[config.mk]
export PLATFORM = sky130hd
export DESIGN_NAME = eth_rx_fcs_check_flat
export DESIGN_NICKNAME = d
export VERILOG_FILES = /design/src/rtl/eth_rx_fcs_check_if.sv /design/src/rtl/eth_rx_fcs_check.sv /design/src/flat_wrapper.sv
export SDC_FILE = /design/constraint.sdc
export NUM_CORES = 1
export LEC_CHECK = 0
export CAP_MARGIN = 20
export CORE_MARGIN = 2
export CORE_UTILIZATION = 58
export DETAILED_ROUTE_END_ITERATION = 16
export DONT_BUFFER_PORTS = 1
export GPL_ROUTABILITY_DRIVEN = 0
export GPL_TIMING_DRIVEN = 0
export PLACE_DENSITY = 0.83
export SETUP_SLACK_MARGIN = 0.5
export SLEW_MARGIN = 20
export SYNTH_ARGS = -nofsm -noshare
export SYNTH_HDL_FRONTEND = slang
export SYNTH_SLANG_ARGS = --single-unit
[constraint.sdc]
create_clock -name clk50 -period 3.5 [get_ports clk50]
set_input_delay 0.7 -clock clk50 [delete_from_list [all_inputs] [get_ports clk50]]
set_output_delay 0.7 -clock clk50 [all_outputs]
set_load 0.01 [all_outputs]
[src/rtl/eth_rx_fcs_check_if.sv]
// Byte-stream interface for the receive FCS checker.
// The master side drives the post-SFD input stream and the slave side drives the checked output and status.
interface eth_rx_fcs_check_if;
   logic [7:0]  in_data;
   logic        in_valid;
   logic        in_eop;
   logic [7:0]  out_data;
   logic        out_valid;
   logic        out_eop;
   logic        out_crc_ok;
   logic        out_len_err;
   logic [10:0] out_len;

   modport master (
      output in_data, in_valid, in_eop,
      input  out_data, out_valid, out_eop, out_crc_ok, out_len_err, out_len
   );

   modport slave (
      input  in_data, in_valid, in_eop,
      output out_data, out_valid, out_eop, out_crc_ok, out_len_err, out_len
   );
endinterface

[src/rtl/eth_rx_fcs_check.sv]
// Receive frame checker: strips the 4-byte FCS through a delay line and verifies CRC-32 and frame length.
// It emits payload bytes and then one end-of-frame status cycle.
module eth_rx_fcs_check #(
   parameter int unsigned MIN_LEN = 64,
   parameter int unsigned MAX_LEN = 1518
) (
   input  logic              clk50,
   input  logic              rst,
   eth_rx_fcs_check_if.slave bus
);

   localparam logic [31:0] POLY    = 32'hEDB8_8320;
   localparam logic [31:0] RESIDUE = 32'hDEBB_20E3;
   localparam logic [10:0] MIN_L   = 11'(MIN_LEN);
   localparam logic [10:0] MAX_L   = 11'(MAX_LEN);

   typedef enum logic {IDLE, RUN} state_e;

   state_e      state_q, state_d;
   logic [31:0] crc_q, crc_d;
   logic [10:0] cnt_q, cnt_d;
   logic [2:0]  fill_q, fill_d;
   logic [7:0]  line_q [4];
   logic [7:0]  line_d [4];

   logic [7:0]  out_data_q, out_data_d;
   logic        out_valid_q, out_valid_d;
   logic        out_eop_q, out_eop_d;
   logic        out_crc_ok_q, out_crc_ok_d;
   logic        out_len_err_q, out_len_err_d;
   logic [10:0] out_len_q, out_len_d;

   logic [31:0] crc_v;
   logic [10:0] cnt_v;
   logic [2:0]  fill_v;

   function automatic logic [31:0] crc_byte(input logic [31:0] c, input logic [7:0] b);
      logic [31:0] r;
      r = c ^ {24'd0, b};
      for (int unsigned i = 0; i < 8; i++) begin
         r = r[0] ? ((r >> 1) ^ POLY) : (r >> 1);
      end
      return r;
   endfunction

   always_ff @(posedge clk50 or posedge rst) begin
      if (rst) begin
         state_q       <= IDLE;
         crc_q         <= '1;
         cnt_q         <= '0;
         fill_q        <= '0;
         for (int unsigned i = 0; i < 4; i++) begin
            line_q[i] <= '0;
         end
         out_data_q    <= '0;
         out_valid_q   <= 1'b0;
         out_eop_q     <= 1'b0;
         out_crc_ok_q  <= 1'b0;
         out_len_err_q <= 1'b0;
         out_len_q     <= '0;
      end else begin
         state_q       <= state_d;
         crc_q         <= crc_d;
         cnt_q         <= cnt_d;
         fill_q        <= fill_d;
         line_q        <= line_d;
         out_data_q    <= out_data_d;
         out_valid_q   <= out_valid_d;
         out_eop_q     <= out_eop_d;
         out_crc_ok_q  <= out_crc_ok_d;
         out_len_err_q <= out_len_err_d;
         out_len_q     <= out_len_d;
      end
   end

   always_comb begin
      state_d       = state_q;
      line_d        = line_q;
      out_data_d    = out_data_q;
      out_valid_d   = 1'b0;
      out_eop_d     = 1'b0;
      out_crc_ok_d  = out_crc_ok_q;
      out_len_err_d = out_len_err_q;
      out_len_d     = out_len_q;

      // In IDLE the working values start fresh, so a byte arriving now is folded into a clean frame.
      crc_v  = (state_q == IDLE) ? '1   : crc_q;
      cnt_v  = (state_q == IDLE) ? '0   : cnt_q;
      fill_v = (state_q == IDLE) ? 3'd0 : fill_q;

      if (bus.in_valid) begin
         crc_v   = crc_byte(crc_v, bus.in_data);
         state_d = RUN;
         if (cnt_v != '1) begin
            cnt_v = cnt_v + 11'd1;
         end
         if (fill_v == 3'd4) begin
            out_data_d  = line_q[0];
            out_valid_d = 1'b1;
         end else begin
            fill_v = fill_v + 3'd1;
         end
         // The line always shifts, so after four bytes the oldest sits in slot 0.
         for (int unsigned i = 0; i < 3; i++) begin
            line_d[i] = line_q[i+1];
         end
         line_d[3] = bus.in_data;
      end

      crc_d  = crc_v;
      cnt_d  = cnt_v;
      fill_d = fill_v;

      if (bus.in_eop) begin
         state_d       = IDLE;
         out_eop_d     = 1'b1;
         out_len_d     = cnt_v;
         out_crc_ok_d  = (cnt_v != '0) && (crc_v == RESIDUE);
         out_len_err_d = (cnt_v < MIN_L) || (cnt_v > MAX_L);
      end
   end

   assign bus.out_data    = out_data_q;
   assign bus.out_valid   = out_valid_q;
   assign bus.out_eop     = out_eop_q;
   assign bus.out_crc_ok  = out_crc_ok_q;
   assign bus.out_len_err = out_len_err_q;
   assign bus.out_len     = out_len_q;

endmodule

[src/flat_wrapper.sv]
// flat-port wrapper written by rule: the top's interface ports become plain ports
module eth_rx_fcs_check_flat 
#(
   parameter int unsigned MIN_LEN = 64,
   parameter int unsigned MAX_LEN = 1518
)
  (clk50, rst, bus_in_data, bus_in_valid, bus_in_eop, bus_out_data, bus_out_valid, bus_out_eop, bus_out_crc_ok, bus_out_len_err, bus_out_len);
  eth_rx_fcs_check_if bus_i ();
  input  logic clk50;
  input  logic rst;
  input wire logic [$bits(bus_i.in_data)-1:0] bus_in_data;
  input wire logic [$bits(bus_i.in_valid)-1:0] bus_in_valid;
  input wire logic [$bits(bus_i.in_eop)-1:0] bus_in_eop;
  output wire logic [$bits(bus_i.out_data)-1:0] bus_out_data;
  output wire logic [$bits(bus_i.out_valid)-1:0] bus_out_valid;
  output wire logic [$bits(bus_i.out_eop)-1:0] bus_out_eop;
  output wire logic [$bits(bus_i.out_crc_ok)-1:0] bus_out_crc_ok;
  output wire logic [$bits(bus_i.out_len_err)-1:0] bus_out_len_err;
  output wire logic [$bits(bus_i.out_len)-1:0] bus_out_len;
  assign bus_i.in_data = bus_in_data;
  assign bus_i.in_valid = bus_in_valid;
  assign bus_i.in_eop = bus_in_eop;
  assign bus_out_data = bus_i.out_data;
  assign bus_out_valid = bus_i.out_valid;
  assign bus_out_eop = bus_i.out_eop;
  assign bus_out_crc_ok = bus_i.out_crc_ok;
  assign bus_out_len_err = bus_i.out_len_err;
  assign bus_out_len = bus_i.out_len;
  eth_rx_fcs_check #(.MIN_LEN(MIN_LEN), .MAX_LEN(MAX_LEN)) u_core (.clk50(clk50), .rst(rst), .bus(bus_i));
endmodule
Yosys cells after proc, flatten, opt, wreduce, memory -nomap -nowiden
Cells that the tools add are included.

Add/sub/neg operators: 2. $lt $le $gt $ge: 2. Equal/unequal tests: 3. Multiplexer cells: 21. Bitwise gates (word level): 9. Reductions and logical operators: 5.

Operators by type and width (count): 32-bit two-way mux (10); 13-bit NOT with 14-bit output (8); 11-bit two-way mux (3); 32-bit equality test, second input constant (1); 32-bit by 8-bit XOR with 32-bit output (1); 11-bit by 1-bit adder with 11-bit output, second input constant (1); 11-bit greater-than comparator, second input constant (1); 11-bit by 7-bit < comparator with 1-bit output, second input constant (1); 11-bit inequality test, second input constant (1); 11-bit nonzero test (1); 3-bit two-way mux (3); 1-bit two-way mux (5); 3-bit by 1-bit adder with 3-bit output, second input constant (1); 3-bit equality test, second input constant (1); 2-bit AND reduction (1); 2-bit nonzero test (1); 1-bit logical AND (1); 1-bit logical OR (1).

Register bits: 102. Output and inout port bits: 23. Word-level logic and storage cells: 56.

Longest topological paths before layout
Gate-level depths: netlist (run 1).

Depth after elaboration: 21. Depth in mapped cells: 15.

Worst setup path after synthesis (run 1)
OpenSTA, ideal clock, no wires.

Kind: input to register. From: in bus_in_data[0]. To: reg u_core.out_crc_ok_q, in the netlist u_core.bus.out_crc_ok. Arrival: 2.619 ns. Path slack: 0.789 ns. Cell stages on the path: 9. Path through: buf_4 -> xnor2_2 -> xor3_2 -> xor2_2 -> xnor2_1 -> a21oi_1 -> nor4b_2 -> nand4_1 -> o31ai_2.

RTL lines: from (decl) (line flat_wrapper.sv:11) `input wire logic [$bits(bus_i.in_data)-1:0] bus_in_data;`; 32-bit by 8-bit XOR with 32-bit output * (line eth_rx_fcs_check.sv:39) `r = c ^ {24'd0, b};`; 32-bit two-way mux * (2 in series) (line eth_rx_fcs_check.sv:41) `r = r[0] ? ((r >> 1) ^ POLY) : (r >> 1);`; 13-bit NOT with 14-bit output (no source line); 32-bit two-way mux * (line eth_rx_fcs_check.sv:41); 13-bit NOT with 14-bit output (no source line); 32-bit two-way mux * (2 in series) (line eth_rx_fcs_check.sv:41); 13-bit NOT with 14-bit output (no source line); 32-bit two-way mux * (line eth_rx_fcs_check.sv:41); 13-bit NOT with 14-bit output (no source line); 32-bit two-way mux * (2 in series) (line eth_rx_fcs_check.sv:41); 32-bit two-way mux * (line eth_rx_fcs_check.sv:91) `if (bus.in_valid) begin`; named net u_core.crc_d[22] (line eth_rx_fcs_check.sv:20) `logic [31:0] crc_q, crc_d;`; 32-bit equality test * (line eth_rx_fcs_check.sv:118) `out_crc_ok_d = (cnt_v != '0) && (crc_v == RESIDUE);`; 1-bit logical AND * (line eth_rx_fcs_check.sv:118); to (signal assigned) (line eth_rx_fcs_check.sv:70) `out_crc_ok_q <= out_crc_ok_d;`; to (decl) (line eth_rx_fcs_check.sv:29) `logic out_crc_ok_q, out_crc_ok_d;`.

The timed path passes the listed nets; every way through them passes the cells marked *. A chain may end at the register's enable or synchronous reset.

Final worst setup path (run 1)
From: reg u_core.crc_q[0]. To: reg u_core.out_crc_ok_q, in the netlist u_core.bus.out_crc_ok.

RTL lines: from (decl) (line eth_rx_fcs_check.sv:20); from (signal assigned) (line eth_rx_fcs_check.sv:63) `crc_q <= crc_d;`; 32-bit two-way mux (line eth_rx_fcs_check.sv:87) `crc_v = (state_q == IDLE) ? '1 : crc_q;`; 32-bit by 8-bit XOR with 32-bit output (line eth_rx_fcs_check.sv:39); 32-bit two-way mux (8 in series) (line eth_rx_fcs_check.sv:41); 32-bit two-way mux (line eth_rx_fcs_check.sv:91); named net u_core.crc_d[4] (line eth_rx_fcs_check.sv:20); 32-bit equality test (line eth_rx_fcs_check.sv:118); 1-bit logical AND (line eth_rx_fcs_check.sv:118).

The timed path passes the listed nets, and every way through them passes these cells.

==> results of run 1 <==
## final cells by class
class / instances / area share [%]
timing repair buffer: 7 / 1.45
multi-input combinational: 378 / 47.3
tap: 129 / 2.60
clock buffer: 9 / 2.00
clock inverter: 7 / 1.53
sequential: 102 / 41.8
buffer: 29 / 2.46
inverter: 12 / 0.787
## synth_stat cells, drive strengths merged (2+ instances only)
cell type,number,area [µm²]
dfrtp,70,1750
nand2,65,244
nor2,53,206
xnor2,42,439
mux2,41,465
dfstp,32,841
xor2,22,238
a21oi,18,90.1
o21ai,17,85.1
clkbuf,15,56.3
buf,14,76.3
nand2b,14,87.6
a31oi,13,81.3
inv,11,41.3
nand3,8,40.0
o22ai,7,43.8
mux2i,6,60.1
nand4,6,37.5
nor4b,6,65.1
xnor3,6,135
a211oi,5,42.5
and2,4,27.5
nor2b,4,25.0
a22oi,3,22.5
a32oi,3,26.3
and3,3,18.8
ha,3,37.5
nand3b,3,22.5
o31a,3,26.3
xor3,3,72.6
a2bb2oi,2,17.5
nor3,2,10.0
o21a,2,15.0
o22a,2,18.8
o31ai,2,20.0
o32a,2,22.5
o32ai,2,17.5
## metrics by stage
step                      utilization, %  hold WS, ns
after global placement              61.9        0.448
after global routing                66.8        0.225
final                               66.8        0.198
after CTS                           65.3        0.208
after detailed placement            62.5        0.459
after floorplan                        -        0.435
## per-layer routing
metal  part of all wire [%]  GRT usage [%]  routed length, µm
met5                      0              0                  0
met4                    2.7           9.95                359
met3                    8.8           5.47               1180
met2                     49           45.3               6620
met1                     39           33.1               5250
## layout by cell type (no fill, tap or decap), types with 3 or more instances in the layout
| cell type | Yosys | routed |
|---|---|---|
| dfrtp_1 | 70 | 69 |
| nand2_1 | 65 | 65 |
| nor2_1 | 52 | 50 |
| mux2_2 | 40 | 40 |
| xnor2_1 | 34 | 32 |
| dfstp_2 | 32 | 32 |
| a21oi_1 | 18 | 18 |
| xor2_1 | 16 | 15 |
| nand2b_1 | 14 | 14 |
| o21ai_0 | 16 | 14 |
| clkbuf_1 | 15 | 13 |
| a31oi_1 | 13 | 12 |
| inv_1 | 11 | 10 |
| clkbuf_8 | 0 | 9 |
| nand3_1 | 8 | 8 |
| o22ai_1 | 7 | 7 |
| buf_4 | 1 | 6 |
| nand4_1 | 6 | 6 |
| mux2i_1 | 6 | 6 |
| buf_2 | 10 | 6 |
| xor2_2 | 6 | 6 |
| xnor2_2 | 7 | 6 |
| xnor3_1 | 6 | 6 |
| xnor2_4 | 1 | 4 |
| nor2b_1 | 4 | 4 |
| a211oi_1 | 4 | 4 |
| and3_1 | 3 | 3 |
| buf_6 | 1 | 3 |
| and2_1 | 3 | 3 |
| o31a_1 | 3 | 3 |
| a22oi_1 | 3 | 3 |
| nand3b_1 | 3 | 3 |
| nor4b_2 | 2 | 3 |
| ha_1 | 3 | 3 |
| buf_12 | 0 | 3 |
## flip-flops by register name (all words and copies together), names as in the netlist
register,flops
u_core.bus.out_data,8
u_core.bus.out_eop,1
u_core.crc_q,32
u_core.fill_q,3
u_core.state_q,1
u_core.line_q,32
u_core.bus.out_len_err,1
u_core.bus.out_len,11
u_core.bus.out_valid,1
u_core.bus.out_crc_ok,1
u_core.cnt_q,11
## kinds of logic (layout without fill, tap and decap cells)
family,after synthesis,after routing
xor+xnor,73,73
flops,102,102
fa+ha+maj,3,3
buf+inv,41,64
compound gates,82,82
simple gates,173,173
mux,47,47
## how the worst max path moves through the flow
stage	start	end	slack (ns)	depth (start not counted)
2_1_floorplan	bus_in_data[0]	u_core.bus.out_crc_ok$_DFFE_PP0P_	0.79	9
3_3_place_gp	u_core.state_q$_DFFE_PP0P_	u_core.bus.out_crc_ok$_DFFE_PP0P_	0.1	14
3_5_place_dp	u_core.state_q$_DFFE_PP0P_	u_core.bus.out_crc_ok$_DFFE_PP0P_	0.05	14
4_1_cts	u_core.state_q$_DFFE_PP0P_	u_core.bus.out_crc_ok$_DFFE_PP0P_	0.42	14
5_1_grt	u_core.crc_q[0]$_DFF_PP1_	u_core.bus.out_crc_ok$_DFFE_PP0P_	0.46	10
6_report	u_core.crc_q[0]$_DFF_PP1_	u_core.bus.out_crc_ok$_DFFE_PP0P_	0.49	10
## power groups by stage
stage               clock network, µW  registers [µW]  logic (µW)
finish                            820            1660        1520
global route                      871            1680        1600
CTS                               828            1650        1400
floorplan                           0            1620        1120
global placement                    0            1660        1340
detailed placement                  0            1680        1390
## what timing repair did
action	4_1_cts	5_1_grt
setup buffers	0	4
gates resized for setup	10	21
endpoints found under the setup margin	12	11
pin swaps	0	9
==> qor.yml, run 1 <==
sta:
  tns_ns: 0
  period_minus_slack_ns: 3.01
  worst-slew-pin-transition_ns: 0.630
  finalSetupViolCount: 0
  fin_ws_ns: 0.492
  finalCritPeriodShare_pct: 86.0
  hold_viol_final: 0
  fmaxAchievable_ghz: 0.332
  rsz0062_at_grt: "false"
  slew_violations: 0
  slew_headroom_pct: 58.0
  skew_ns: 0.0146
pwr:
  intPower_uw: 2560
  vdd_drop_max_mv: 0.256
  pwr-share-clk_pct: 20.5
  p_total_uw: 4000
  p_per_area_mw_per_mm2: 645
  combPwrFrac_pct: 38.0
  power_frac_seq_pct: 41.5
  p_sw_uw: 1440
  swShare_pct: 36.0
  power.static_leakage_uw: 0.00263
synthesis:
  synth_top_family_by_area: "XOR/XNOR gates"
  synth_area_mm2: 0.00558
  synth_ff_type: "dfrtp_1"
  synth_nets: 536
  synthXorXnorAreaFrac_pct: 15.9
  yosys_warnings: 0
  muxShareOfSynthArea_pct: 9.42
  synth_area_per_cell_um2: 10.7
  ys_ff_latch: 102
  yosys.area_share.simple_pct: 14.7
  synthAdderAreaFrac_pct: 0.673
  ys_types: 59
  synth_edf_count: 0
  synth-compound-area-share_pct: 9.69
  yosysSeqAreaShare_pct: 46.5
  postSynthCellCount: 521
  synth-async-reset-ratio_pct: 100
die:
  dieHeight_um: 102
  die-area_mm2: 0.0104
  start_util_pct: 60.1
  io_pins: 35
  row_count: 35
  dieWidth_um: 102
  fp.coreArea_mm2: 0.00928
clock_tree:
  root_buffer: "clkbuf_8"
  htree_levels: 3
  insertion_delay_ns: 0.39
  cts.path.max_buffers: 2
  clkTransAtPathRegs_ns: 0.11
  clock-sinks: 102
  cts-hold-fix-buffers: 0
  cts_buffers: 9
  cts_tree: "built"
worst_setup_path:
  critPathMaxFanout: 6
  end_kind: "register"
  ff2ff_path_depth: 10
  r2r_setup_slack_ns: 0.49
  crit_arrival_ns: 3.31
  crit_family: "simple AND/OR/NAND/NOR gates"
  rr_startpoint: "u_core.crc_q[0]$_DFF_PP1_"
  path_class: "register to register"
  crit_chain: "buf_6 > xor2_1 > nand2_1 > xor2_1 > xnor2_1 > a31oi_1 > o31a_1 > nor4b_1 > nand4_1 > o31ai_2"
  crit_top_cell: "xor2_1"
  max_stage_delay_ns: 0.54
  start_kind: "register"
  required_ns: 3.80
  cp_slowest_cell: "dfstp_2"
  timing.rr.end: "u_core.bus.out_crc_ok$_DFFE_PP0P_"
  crit_buf_inv: 1
route:
  first_iter_violations: 394
  vias: 4152
  viasPerCell: 6.17
  routed_wl_mm: 13.4
  wl_per_cell_um: 19.9
  drtAntennaViolNets: 0
  drt_pass1_iterations: 5
  drcViolationCount: 0
global_routing:
  grt_max_degree: 29
  grt_pass1_wl_mm: 20.7
  antenna_found_initial: 0
  grtUsageTotal_pct: 26.4
  grt-ovfl-total: 0
  grt_pass1_vias: 4028
placed_design:
  place_inst: 653
  io_buffers: 0
  place_area_mm2: 0.00581
  place_ws_ns: 0.0481
  hpwl_mm: 9.56
flow_run:
  cap_violations: 0
final_layout:
  fin_area_mm2: 0.00620
  register_area_mm2: 0.00259
  multi_input_area_mm2: 0.00293
  fin_cells: 673
  syn_to_final_growth_pct: 11.1
  fill_cells: 710
  drive_gt1_share_pct: 27.2
  fin_nets: 554
  diodes: 0
outcome:
  status: "completed"
min_path:
  hold_path.class: "primary input to asynchronous set/reset pin"
Note: power is estimated with default switching activity, not from simulation.
==> inputs of run 2 (changes only) <==
--- a/config.mk
+++ b/config.mk
@@ -12,7 +12,7 @@
 export DONT_BUFFER_PORTS = 1
 export GPL_ROUTABILITY_DRIVEN = 0
 export GPL_TIMING_DRIVEN = 0
-export PLACE_DENSITY = 0.83
+export PLACE_DENSITY = 0.79
 export SETUP_SLACK_MARGIN = 0.5
 export SLEW_MARGIN = 20
 export SYNTH_ARGS = -nofsm -noshare
==> qor.yml, run 2 (synthesis gave the netlist of run 1 again) <==
worst_setup_path:
  max_stage_delay_ns: 0.53  # about the same
  crit_arrival_ns: 3.23  # -0.08 ns
  end_kind: "register"
  path_class: "register to register"
  crit_buf_inv: 1  # unchanged
  cp_slowest_cell: "dfstp_2"
  crit_chain: "buf_2 > xnor2_2 > nor2_4 > xnor2_2 > xor2_2 > xnor2_1 > mux2_4 > nor4b_4 > nand4_1 > o31ai_2"
  worstSetupPathDepth: 10  # unchanged
  timing.rr.end: "u_core.bus.out_crc_ok$_DFFE_PP0P_"
  required_ns: 3.80  # about the same
  ff2ff_path_depth: 10  # unchanged
  critPathMaxFanout: 6  # unchanged
  rr_startpoint: "u_core.crc_q[1]$_DFF_PP1_"
  start_kind: "register"
  crit_family: "XOR/XNOR gates"
  crit_top_cell: "xnor2_2"
  r2r_setup_slack_ns: 0.57  # +0.07 ns
sta:
  period_minus_slack_ns: 2.93  # -0.0743 ns
  finalSetupViolCount: 0  # unchanged
  tns_ns: 0  # unchanged
  skew_ns: 0.0198  # +0.00525 ns
  slew_violations: 0  # unchanged
  hold_viol_final: 0  # unchanged
  rsz0062_at_grt: "true"
  timing.hold.ws_ns: 0.292  # +0.0936 ns
  finalCritPeriodShare_pct: 83.8  # -2.1 points
  fmaxAchievable_ghz: 0.341  # +2.5%
  slew_headroom_pct: 49.2  # -8.8 points
  worst-slew-pin-transition_ns: 0.760  # +0.130 ns
final_layout:
  fin_cells: 676  # +0.45%
  fill_cells: 721  # +1.5%
  syn_to_final_growth_pct: 11.0  # about the same
  fin_area_mm2: 0.00619  # about the same
  fin_nets: 557  # +0.54%
  final_cell_mix: "dfrtp_1, nand2_1, nor2_1, mux2_2, dfstp_2"
  diodes: 0  # unchanged
  final_common_cell: "dfrtp_1"
  drive_gt1_share_pct: 27.4  # +0.22 points
  top_regs: "u_core.crc_q (32), u_core.line_q (32)"
die:
  die-area_mm2: 0.0104  # unchanged
  dieWidth_um: 102  # unchanged
  start_util_pct: 60.1  # unchanged
  row_count: 35  # unchanged
  fp.coreArea_mm2: 0.00928  # unchanged
  io_pins: 35  # unchanged
  dieHeight_um: 102  # unchanged
clock_tree:
  clkTransAtPathRegs_ns: 0.12  # about the same
  cts_tree: "built"
  htree_levels: 3  # unchanged
  root_buffer: "clkbuf_8"
  clock-sinks: 102  # unchanged
  cts_buffers: 9  # unchanged
  insertion_delay_ns: 0.39  # about the same
  cts.path.max_buffers: 2  # unchanged
route:
  viasPerCell: 6.01  # -2.5%
  drcViolationCount: 0  # unchanged
  wl_per_cell_um: 19.3  # -3.1%
  vias: 4065  # -2.1%
  drtAntennaViolNets: 0  # unchanged
  drt_pass1_iterations: 6  # +1
  first_iter_violations: 411  # +4.3%
  routed_wl_mm: 13.0  # -2.6%
global_routing:
  grt_max_degree: 36  # +24%
  antenna_found_initial: 0  # unchanged
  grt_pass1_wl_mm: 20.7  # -0.40%
  grt-ovfl-total: 0  # unchanged
  grtUsageTotal_pct: 26.1  # -0.29 points
  grt_pass1_vias: 4040  # +0.30%
placed_design:
  place_inst: 652  # -0.15%
  hpwl_mm: 9.31  # -2.6%
  place_area_mm2: 0.00579  # -0.34%
  io_buffers: 0  # unchanged
pwr:
  power.static_leakage_uw: 0.00266  # +0.85%
  p_total_uw: 3960  # -1.1%
  vdd_drop_max_mv: 0.263  # +2.6%
  p_per_area_mw_per_mm2: 639  # -1.0%
flow_run:
  cap_violations: 0  # unchanged
outcome:
  status: "completed"
min_path:
  hold_path.class: "primary input to asynchronous set/reset pin"
[run 2: cell type report]
| class | count | area (µm²) | area share (%) |
|---|---|---|---|
| multi-input cells | 378 | 2910 | 47.0 |
| clock inverters | 7 | 97.6 | 1.58 |
| well taps | 129 | 161 | 2.61 |
| inverters | 12 | 48.8 | 0.788 |
| flip-flops and latches | 102 | 2590 | 41.9 |
| clock buffers | 9 | 124 | 2.00 |
| plain buffers | 29 | 155 | 2.51 |
| repair buffers | 10 | 100 | 1.62 |
[run 2: worst reg2reg max path: cells and delay by family (launching register included)]
family | cells | cell delay (ns)
simple gates | 3 | 0.57
xor+xnor | 4 | 0.98
buf+inv | 1 | 0.20
flops | 1 | 0.53
compound gates | 1 | 0.27
mux | 1 | 0.31
[run 2: routing by layer]
layer / share of wire, % / vias up / global-route usage, % / wire, µm
met5: 0 / - / 0 / 0
met4: 2.6 / 0 / 10.9 / 344
met3: 6.1 / 35 / 4.17 / 797
met2: 48 / 186 / 42.4 / 6300
met1: 43 / 2010 / 35.3 / 5610
li1: - / 1834 / - / -
[run 2: power by group]
| part | switching [µW] | internal [µW] |
|---|---|---|
| sequential | 171 | 1500 |
| combinational | 776 | 692 |
| clock | 464 | 356 |
[run 2: worst max-delay path by stage]
stage                          startpoint                                end
4_1_cts        u_core.state_q$_DFFE_PP0P_  u_core.bus.out_crc_ok$_DFFE_PP0P_
3_5_place_dp   u_core.state_q$_DFFE_PP0P_  u_core.bus.out_crc_ok$_DFFE_PP0P_
5_1_grt         u_core.crc_q[5]$_DFF_PP1_  u_core.bus.out_crc_ok$_DFFE_PP0P_
6_report        u_core.crc_q[1]$_DFF_PP1_  u_core.bus.out_crc_ok$_DFFE_PP0P_
2_1_floorplan              bus_in_data[0]  u_core.bus.out_crc_ok$_DFFE_PP0P_
3_3_place_gp   u_core.state_q$_DFFE_PP0P_  u_core.bus.out_crc_ok$_DFFE_PP0P_
[run 2: what timing repair did]
item / in CTS / in global routing
gates resized for setup: 14 / 14
endpoints found under the setup margin: 14 / 9
hold buffers: 0 / 0
pin swaps: 2 / 4
setup buffers: 2 / 6
[run 2: per-stage QoR]
step | utilization [%] | worst slack [ns]
after floorplan | - | 0.789
after global placement | 61.9 | 0.0318
after detailed placement | 62.3 | -0.0575
after CTS | 65.4 | 0.504
after global routing | 66.7 | 0.446
final | 66.7 | 0.566
